===== src/rtl/serial_adder.sv =====
// Bit-serial N-bit adder: one fulladder slice fed LSB-first from shift registers.
// Optional signed-overflow output `ovf` is enabled by defining SERIAL_ADDER_OVF_EN.

module fulladder (
    input  logic A,
    input  logic B,
    input  logic Ci,
    output logic S,
    output logic Co
);
    assign S  = A ^ B ^ Ci;
    assign Co = (A & B) | (Ci & (A ^ B));
endmodule

// state  | meaning
// IDLE   | waiting for start; S/Co hold the last result
// SHIFT  | one operand bit pair per cycle through the slice
// DONE   | publish sum register and carry, pulse done
module serial_adder #(
    parameter int N = 8
) (
    input  logic         clk,
    input  logic         rst,
    input  logic         start,
    input  logic [N-1:0] A,
    input  logic [N-1:0] B,
    input  logic         Ci,
    output logic         busy,
    output logic         done,
    output logic [N-1:0] S,
    output logic         Co
`ifdef SERIAL_ADDER_OVF_EN
    ,
    output logic         ovf
`endif
);
    localparam int CW = $clog2(N);

    typedef enum logic [1:0] {
        ST_IDLE,
        ST_SHIFT,
        ST_DONE
    } state_t;

    state_t        state_q, state_d;
    logic [N-1:0]  a_q, a_d;
    logic [N-1:0]  b_q, b_d;
    logic [N-1:0]  sum_q, sum_d;
    logic          carry_q, carry_d;
    logic [CW-1:0] cnt_q, cnt_d;
    logic          busy_q, busy_d;
    logic          done_q, done_d;
    logic [N-1:0]  s_q, s_d;
    logic          co_q, co_d;
`ifdef SERIAL_ADDER_OVF_EN
    logic          cmsb_q, cmsb_d;
    logic          ovf_q, ovf_d;
`endif

    logic fa_s;
    logic fa_co;

    fulladder u_fa (
        .A  (a_q[0]),
        .B  (b_q[0]),
        .Ci (carry_q),
        .S  (fa_s),
        .Co (fa_co)
    );

    always_comb begin
        state_d = state_q;
        a_d     = a_q;
        b_d     = b_q;
        sum_d   = sum_q;
        carry_d = carry_q;
        cnt_d   = cnt_q;
        busy_d  = busy_q;
        done_d  = 1'b0;
        s_d     = s_q;
        co_d    = co_q;
`ifdef SERIAL_ADDER_OVF_EN
        cmsb_d  = cmsb_q;
        ovf_d   = ovf_q;
`endif
        case (state_q)
            ST_IDLE: begin
                if (start) begin
                    a_d     = A;
                    b_d     = B;
                    carry_d = Ci;
                    cnt_d   = '0;
                    busy_d  = 1'b1;
                    state_d = ST_SHIFT;
                end
            end
            ST_SHIFT: begin
                sum_d   = {fa_s, sum_q[N-1:1]};
                carry_d = fa_co;
                a_d     = a_q >> 1;
                b_d     = b_q >> 1;
                cnt_d   = cnt_q + CW'(1);
                if (cnt_q == CW'(N - 1)) begin
                    state_d = ST_DONE;
`ifdef SERIAL_ADDER_OVF_EN
                    // carry_q here is the carry into the MSB slice
                    cmsb_d  = carry_q;
`endif
                end
            end
            ST_DONE: begin
                s_d     = sum_q;
                co_d    = carry_q;
                done_d  = 1'b1;
                busy_d  = 1'b0;
                state_d = ST_IDLE;
`ifdef SERIAL_ADDER_OVF_EN
                ovf_d   = cmsb_q ^ carry_q;
`endif
            end
            default: state_d = ST_IDLE;
        endcase
    end

    always_ff @(posedge clk) begin
        if (rst) begin
            state_q <= ST_IDLE;
            a_q     <= '0;
            b_q     <= '0;
            sum_q   <= '0;
            carry_q <= 1'b0;
            cnt_q   <= '0;
            busy_q  <= 1'b0;
            done_q  <= 1'b0;
            s_q     <= '0;
            co_q    <= 1'b0;
`ifdef SERIAL_ADDER_OVF_EN
            cmsb_q  <= 1'b0;
            ovf_q   <= 1'b0;
`endif
        end else begin
            state_q <= state_d;
            a_q     <= a_d;
            b_q     <= b_d;
            sum_q   <= sum_d;
            carry_q <= carry_d;
            cnt_q   <= cnt_d;
            busy_q  <= busy_d;
            done_q  <= done_d;
            s_q     <= s_d;
            co_q    <= co_d;
`ifdef SERIAL_ADDER_OVF_EN
            cmsb_q  <= cmsb_d;
            ovf_q   <= ovf_d;
`endif
        end
    end

    assign busy = busy_q;
    assign done = done_q;
    assign S    = s_q;
    assign Co   = co_q;
`ifdef SERIAL_ADDER_OVF_EN
    assign ovf  = ovf_q;
`endif

endmodule


===== config.mk =====
export PLATFORM = sky130hd
export DESIGN_NAME = serial_adder
export DESIGN_NICKNAME = d
export VERILOG_FILES = /design/src/rtl/serial_adder.sv
export SDC_FILE = /design/constraint.sdc
export NUM_CORES = 1
export LEC_CHECK = 0
export ABC_AREA = 1
export CORE_ASPECT_RATIO = 1.2
export CORE_MARGIN = 2
export CORE_UTILIZATION = 56
export DETAILED_ROUTE_END_ITERATION = 7
export GPL_ROUTABILITY_DRIVEN = 0
export PLACE_DENSITY_LB_ADDON = 0.2
export SYNTH_ARGS = -nofsm -noshare
export SYNTH_HDL_FRONTEND = slang
export SYNTH_HIERARCHICAL = 1
export SYNTH_SLANG_ARGS = --single-unit

===== constraint.sdc =====
create_clock -name clk -period 2.9 [get_ports clk]
set_input_delay 0.58 -clock clk [delete_from_list [all_inputs] [get_ports clk]]
set_output_delay 0.58 -clock clk [all_outputs]
set_load 0.02 [all_outputs]

==> results of run 1 <==
power groups by stage:
stage / Combinational, W / Clock [W] / Sequential (W)
after global routing: 0.000191 / 0.000410 / 0.000625
after floorplan: 0.000125 / 0 / 0.000628
after detailed placement: 0.000167 / 0 / 0.000632
after CTS: 0.000168 / 0.000387 / 0.000619
after global placement: 0.000163 / 0 / 0.000630
final: 0.000166 / 0.000380 / 0.000619
cell type report:
cell class                      count  area, sq um
Fill cell                         266        895.9
Timing Repair Buffer               34        330.3
Multi-Input combinational cell    186        827.0
Clock buffer                        7        55.05
Inverter                           21        78.83
Clock inverter                      1        30.03
Tap cell                           36        45.04
Sequential cell                    41        820.8
per-stage QoR:
stage | util | instances
after CTS | 0.7094 | 326
after floorplan | - | 262
after global routing | 0.7094 | 326
final | 0.7094 | 326
after global placement | 0.6818 | 318
after detailed placement | 0.6818 | 318
how the worst max path moves through the flow:
stage,from,endpoint,slack [ns],cells after the start
6_report,S[5]$_SDFFE_PP0P_,S[5],1.02,1
5_1_grt,rst,a_q[2]$_SDFFE_PP0P_,0.90,5
4_1_cts,S[5]$_SDFFE_PP0P_,S[5],0.99,1
3_5_place_dp,rst,a_q[1]$_SDFFE_PP0P_,0.67,5
3_3_place_gp,rst,a_q[5]$_SDFFE_PP0P_,0.74,5
2_1_floorplan,rst,Co$_SDFFE_PP0P_,1.64,5
worst min-delay path, stage by stage, from the launching register on:
cell	delay (ns)
dfxtp_1	0.33
nand2_1	0.06
nand2_1	0.04
Yosys cell counts:
cell and number:
a21oi_1 2, inv_1 20, nor3_1 1, nand3_1 26, a21oi_2 4, o21ai_0 9
fa_1 1, buf_6 4, nand2_2 5, o21ai_4 1, nor2_2 1, nand2_1 84
nor2_1 50, buf_2 8, buf_4 2, dfxtp_1 41, ha_1 2, inv_2 1
routing by layer:
metal	track usage	vias to the layer above	wire, um
met3	0.03689	7	152
met5	0	-	0
met1	0.2310	708	1562
met4	0.09821	0	68
met2	0.3574	44	1550
li1	-	851	-
registers in the layout, summed over array words and instances (netlist names):
signal,flops
a_q,8
carry_q,1
S,8
cnt_q,3
Co,1
state_q,2
busy,1
sum_q,8
done,1
b_q,8
kinds of logic (layout without fill, tap and decap cells):
| family | after synthesis | count (layout) | synth area share |
|---|---|---|---|
| simple gates | 167 | 167 | 0.3699 |
| fa+ha+maj | 3 | 3 | 0.02466 |
| flops | 41 | 41 | 0.4493 |
| compound gates | 16 | 16 | 0.05822 |
| buf+inv | 35 | 63 | 0.09794 |
==> impl_metrics.ini, run 1 <==
[floorplanning]
rows = 22
fp.dieW_um = 56.14
coreArea_sq_um = 3083
initial_core_util = 0.5925
ios = 31
die_area_sq_um = 3737
dieHeight_um = 66.57

[routing]
vias = 1610
viasPerCell = 4.939
wirelength_mm = 3.332
drcViolationCount = 0
postRouteAntennaNets = 0
wl_per_cell_um = 10.22
first_pass_iters = 4
dr.first_iter.drc_count = 59

[clock_network]
clk_pin_slew_ns = 0.12
post_cts_buffers = 0
cts_root_buffer = clkbuf_4
hold_buffers = 0
clock_sinks = 41
cts_buffer_depth = 2
insertion_delay_ns = 0.35
cts-buffers-inserted = 5
post_cts_resized = 0
cts_max_level = 2
cts_tree = done

[critical_path]
crit_family = buffers and inverters
critPathArrivalTime_ns = 1.30
slowest_stage = clkdlybuf4s50_1
start_kind = register
crit_fanout = 2
cp_data_required_time_ns = 2.32
crit_type = register to output pin
r2r_cells = 6
r2r_start = state_q[0]$_SDFFE_PP0P_
rrSetupSlack_ns = 1.41
critical_path.cell_chain = clkdlybuf4s50_1
r2r_end = S[6]$_SDFFE_PP0P_
path_buf_inv = 1
cpPeakStageDelay_ns = 0.61
end_kind = output pin

[power_and_ir_drop]
powerDensity_nw_per_um2 = 532.5
vdd_ir_drop_max_uv = 423.8
p_clk_frac = 0.326
p_sw_w = 0.0002879
finalPower_w = 0.001165
swShare = 0.2472
pwr-share-comb = 0.143
p_leak_nw = 1.021
p_seq_frac = 0.531
internal_power_w = 0.0008768

[global_route]
antenna_found_initial = 0
grt_pass1_wl_mm = 5.920
grt_start_max_net_pins = 36
grt_util_all_layers = 0.2007
grt_pass1_vias = 1405
grt_overflow_total = 0

[timing]
setup_viol = 0
whs_ns = 0.4554
rsz0062_at_grt = no
finClkSkew_ns = 0.01186
fin_crit_ns = 1.879
drv_slew = 0
worst_pin_slew_ns = 0.5171
tns_ns = 0
hold_viol_final = 0
period_share = 0.6479
fmax_ghz = 0.5322
post-route-worst-setup-slack_ns = 1.021
slew_headroom = 0.6549

[logic_synthesis]
ys_types = 18
avgSynthCellArea_sq_um = 6.972
synth_largest_area_cell = dfxtp_1
postSynthCellCount = 262
ys_seq_area_frac = 0.4493
synth_seq_cells = 41
syn-num-nets = 285
syn_area_sq_um = 1827
ys.warnings.count = 6
yosys-top-cells-area = dfxtp_1, nand2_1, nor2_1
yosys.area.top_type_share = 0.4493

[place]
place_area_sq_um = 2102
pre_cts_slack_ns = 0.6689
dp_hpwl_mm = 2.261
numPortBuffers = 30

[cells_and_area]
drive_gt1_frac = 0.07931
layout_common_cells = nand2_1, nor2_1, dfxtp_1
diodes = 0
final_area_sq_um = 2187
final_common_cell = nand2_1
synthToLayoutAreaGrowth_pct = 19.73
layout.nets = 312

[worst_hold_path]
whs_path_depth = 2
min-delay-start = sum_q[0]$_SDFFE_PP0N_
min_to = S[0]$_SDFFE_PP0P_
worstHoldPathType = register to register

[run]
drv_cap = 0

[status]
status = finished, final reports clean
Note: power is estimated with default switching activity, not from simulation.
==> run 2: changes to the inputs <==
Settings changed: CORE_UTILIZATION 56 to 52.
Clock period 2.9 ns to 1.9 ns, I/O delays scaled along.
==> run 2 against run 1 <==
Compared with the run above: final cell count grew 0.31%; clock-buffer cell count shrank 2; largest power group unchanged; flip-flop and latch count is the same; setup slack lost 0.73 ns; via count is the same; register-to-register slack lost 0.83 ns; sequential share of layout area shrank 0.88 points; first-iteration DRC count grew 17%; largest cell class unchanged; critical path depth is the same; sequential power grew 53%; hold slack lost 0.0046 ns.
==> impl_metrics.ini, run 2 (same netlist as run 1, synthesis figures left out) <==
[status]
status = finished, final reports clean

[critical_path]
cp_data_required_time_ns = 1.52
end_kind = output pin
rrSetupSlack_ns = 0.58
crit_fanout = 2
critical_path.cell_chain = clkdlybuf4s50_1
crit_type = register to output pin
start_kind = register
path_buf_inv = 1
critPathArrivalTime_ns = 1.23
crit_family = buffers and inverters
cpPeakStageDelay_ns = 0.60
slowest_stage = clkdlybuf4s50_1

[place]
numPortBuffers = 30
dp_hpwl_mm = 2.272
place_inst = 320

[routing]
viasPerCell = 4.924
wl_per_cell_um = 10.72
postRouteAntennaNets = 0
first_pass_iters = 4
vias = 1610
wirelength_mm = 3.504
drcViolationCount = 0
dr.first_iter.drc_count = 69

[global_route]
grt.met1_usage = 0.2172
met3_usage = 0.03358
grt_util_all_layers = 0.2064
grt_pass1_vias = 1526
grt_busiest_layer = met2
grt_start_max_net_pins = 36
met2_usage = 0.3949
grt_overflow_total = 0
grt_pass1_wl_mm = 6.265
antenna_found_initial = 0

[run]
drv_cap = 0

[clock_network]
clock_sinks = 41
insertion_delay_ns = 0.29
cts_tree = done
post_cts_resized = 0
clk_pin_slew_ns = 0.08
cts_max_level = 2
cts_buffer_depth = 2
hold_buffers = 0
post_cts_buffers = 0
cts_root_buffer = clkbuf_8
cts-buffers-inserted = 5

[timing]
drv_slew = 0
fmax_ghz = 0.6212
setup_viol = 0
finClkSkew_ns = 0.005839
tns_ns = 0
rsz0062_at_grt = no
fin_crit_ns = 1.610
slew_headroom = 0.7415
hold_viol_final = 0
period_share = 0.8473
worst_pin_slew_ns = 0.3868

[cells_and_area]
diodes = 0
final_common_cell = nand2_1
layout.nets = 313
synthToLayoutAreaGrowth_pct = 22.60
layout_common_cells = nand2_1, nor2_1, dfxtp_1
finalNonFillerCells = 327
drive_gt1_frac = 0.08276

[power_and_ir_drop]
p_leak_nw = 1.043
powerDensity_nw_per_um2 = 840.4
vdd_ir_drop_max_uv = 698.7

[floorplanning]
coreArea_sq_um = 3338
ios = 31
die_area_sq_um = 4005
initial_core_util = 0.5472
rows = 23
fp.dieW_um = 58.11
dieHeight_um = 68.93

[worst_hold_path]
worstHoldPathType = register to register
==> run 2: per-stage QoR <==
stage	worst slack, ns	hold slack [ns]	util	area, sq um	power [W]
2_1_floorplan	0.8314	0.4195	-	1827	0.001150
3_3_place_gp	0.3234	0.4292	0.6398	2136	0.001221
3_5_place_dp	0.3056	0.4373	0.6398	2136	0.001229
4_1_cts	0.2799	0.4548	0.6709	2240	0.001896
5_1_grt	0.2360	0.4904	0.6709	2240	0.001980
6_report	0.2901	0.4508	0.6709	2240	0.001882
==> run 2: power by group <==
group,internal [W],switching [W]
clock network,0.000382,0.000292
logic,0.000120,0.000144
registers,0.000913,0.0000317
==> run 2: cell type report <==
| cell class | count | area [sq um] |
|---|---|---|
| inverter | 21 | 78.83 |
| multi-input combinational | 186 | 827.0 |
| timing repair buffer | 35 | 362.8 |
| tap | 37 | 46.29 |
| fill | 308 | 1099 |
| sequential | 41 | 820.8 |
| clock inverter | 2 | 35.03 |
| clock buffer | 5 | 68.82 |
==> run 2: worst paths after layout <==
check                               start                  end  cells past startpoint
hold reg to reg     sum_q[0]$_SDFFE_PP0N_    S[0]$_SDFFE_PP0P_                      2
setup / recovery          Co$_SDFFE_PP0P_                   Co                      1
hold / removal      sum_q[0]$_SDFFE_PP0N_    S[0]$_SDFFE_PP0P_                      2
setup reg to reg  state_q[1]$_SDFFE_PP0P_  a_q[6]$_SDFFE_PP0P_                      7
==> run 2: layer usage <==
metal / vias to the layer above / share of wire
met5: - / 0
met4: 0 / 0.022
met3: 7 / 0.031
met2: 28 / 0.51
met1: 719 / 0.44
li1: 856 / -
==> run 3: changes to the inputs <==
Clock period 1.9 ns to 1.5 ns, I/O delays scaled along.
==> run 3 against run 2 <==
Compared with the run above: global-route usage is 0.44 points higher; via count is 0.12% higher; total power is 27% higher; largest cell class unchanged; final cell count is 1.8% higher; critical endpoint is now cnt_q[0]$_SDFFE_PP0P_; die area stayed put; first-iteration DRC count is 5.8% higher; critical path depth is 3 higher; largest power group unchanged.
==> impl_metrics.ini, run 3 (same netlist as run 1, synthesis figures left out) <==
[cells_and_area]
fillers = 307
finish.utilization = 0.6852
diodes = 0
layout.nets = 319
layout_common_cells = nand2_1, nor2_1, dfxtp_1
final_common_cell = nand2_1
synthToLayoutAreaGrowth_pct = 25.21
drive_gt1_frac = 0.1014

[critical_path]
critical_path.cell_chain = nand2_2, inv_1, o21ai_0, nor2_1
cp_data_required_time_ns = 1.73
cpPeakStageDelay_ns = 0.46
end_kind = register
path_buf_inv = 1
crit_family = flip-flops
slowest_stage = dfxtp_1
crit_type = register to register
crit_fanout = 12
critPathArrivalTime_ns = 1.52
start_kind = register

[clock_network]
cts_root_buffer = clkbuf_8
post_cts_resized = 10
cts-buffers-inserted = 5
post_cts_buffers = 0
clk_pin_slew_ns = 0.08
clock_sinks = 41
hold_buffers = 0
cts_tree = done
cts_buffer_depth = 2
cts_max_level = 2
insertion_delay_ns = 0.29

[status]
status = finished, final reports clean

[power_and_ir_drop]
p_leak_nw = 1.140
vdd_ir_drop_max_uv = 936.1
powerDensity_nw_per_um2 = 1046

[global_route]
antenna_found_initial = 0
grt_start_max_net_pins = 35
grt_pass1_wl_mm = 6.472
grt_overflow_total = 0
grt_pass1_vias = 1605
grt_util_all_layers = 0.2108

[timing]
drv_slew = 0
hold_viol_final = 0
setup_viol = 0
rsz0062_at_grt = no
slew_headroom = 0.7662
tns_ns = 0
period_share = 0.8587
fin_crit_ns = 1.288
finClkSkew_ns = 0.005244
fmax_ghz = 0.7764
worst_pin_slew_ns = 0.3503

[floorplanning]
ios = 31
coreArea_sq_um = 3338
die_area_sq_um = 4005
dieHeight_um = 68.93
initial_core_util = 0.5472
rows = 23
fp.dieW_um = 58.11

[place]
numPortBuffers = 30
dp_hpwl_mm = 2.361

[routing]
wl_per_cell_um = 10.41
first_pass_iters = 4
drcViolationCount = 0
postRouteAntennaNets = 0
viasPerCell = 4.841
dr.first_iter.drc_count = 73
vias = 1612
wirelength_mm = 3.466

[worst_hold_path]
worstHoldPathType = register to register

[run]
drv_cap = 0
-- run 3: cell count changes in the layout (fill, tap and decap cells not counted) --
cell	change
buf_4	+5
clkdlybuf4s50_1	-11
dlygate4sd2_1	+10
buf_12	+1
dlymetal6s2s_1	+1
-- run 3: worst paths after layout --
path	from	endpoint	slack (ns)	cells after the start
max	state_q[0]$_SDFFE_PP0P_	cnt_q[0]$_SDFFE_PP0P_	0.21	4
min	sum_q[0]$_SDFFE_PP0N_	S[0]$_SDFFE_PP0P_	0.45	2
max reg2reg	state_q[0]$_SDFFE_PP0P_	cnt_q[0]$_SDFFE_PP0P_	0.21	4
min reg2reg	sum_q[0]$_SDFFE_PP0N_	S[0]$_SDFFE_PP0P_	0.45	2
-- run 3: cell type report --
class	count	area (sq um)	area share
multi-input cells	186	827.0	0.3616
flip-flops and latches	41	820.8	0.3589
repair buffers	41	410.4	0.1794
inverters	21	78.83	0.03446
clock buffers	5	68.82	0.03009
well taps	37	46.29	0.02024
clock inverters	2	35.03	0.01532
-- run 3: metrics by stage --
step | worst slack, ns | total power, W | instances | hold WS, ns | instance area [sq um]
finish | 0.2120 | 0.002393 | 333 | 0.4497 | 2287
global route | 0.009836 | 0.002526 | 333 | 0.4925 | 2287
CTS | 0.002229 | 0.002413 | 333 | 0.4521 | 2285
detailed placement | 0.05142 | 0.001572 | 326 | 0.4361 | 2193
global placement | 0.07244 | 0.001564 | 326 | 0.4310 | 2193
floorplan | 0.4314 | 0.001456 | 262 | 0.4195 | 1827
-- run 3: report_power, final --
group          switching, W  total [W]  internal (W)
Combinational      0.000182   0.000344      0.000162
Sequential        0.0000446    0.00120       0.00116
Clock              0.000364   0.000848      0.000483
-- run 3: routing by layer --
layer | up-vias | GRT usage | share of wire
met5 | - | 0 | 0
met4 | 0 | 0.1221 | 0.019
met3 | 6 | 0.03731 | 0.047
met2 | 35 | 0.3821 | 0.48
met1 | 708 | 0.2310 | 0.45
li1 | 863 | - | -
-- run 3: tightest hold or removal path, delay by kind of cell, from the launching register on --
family / cells / cell delay (ns)
flip-flops: 1 / 0.31
AND/OR/NAND/NOR: 2 / 0.10
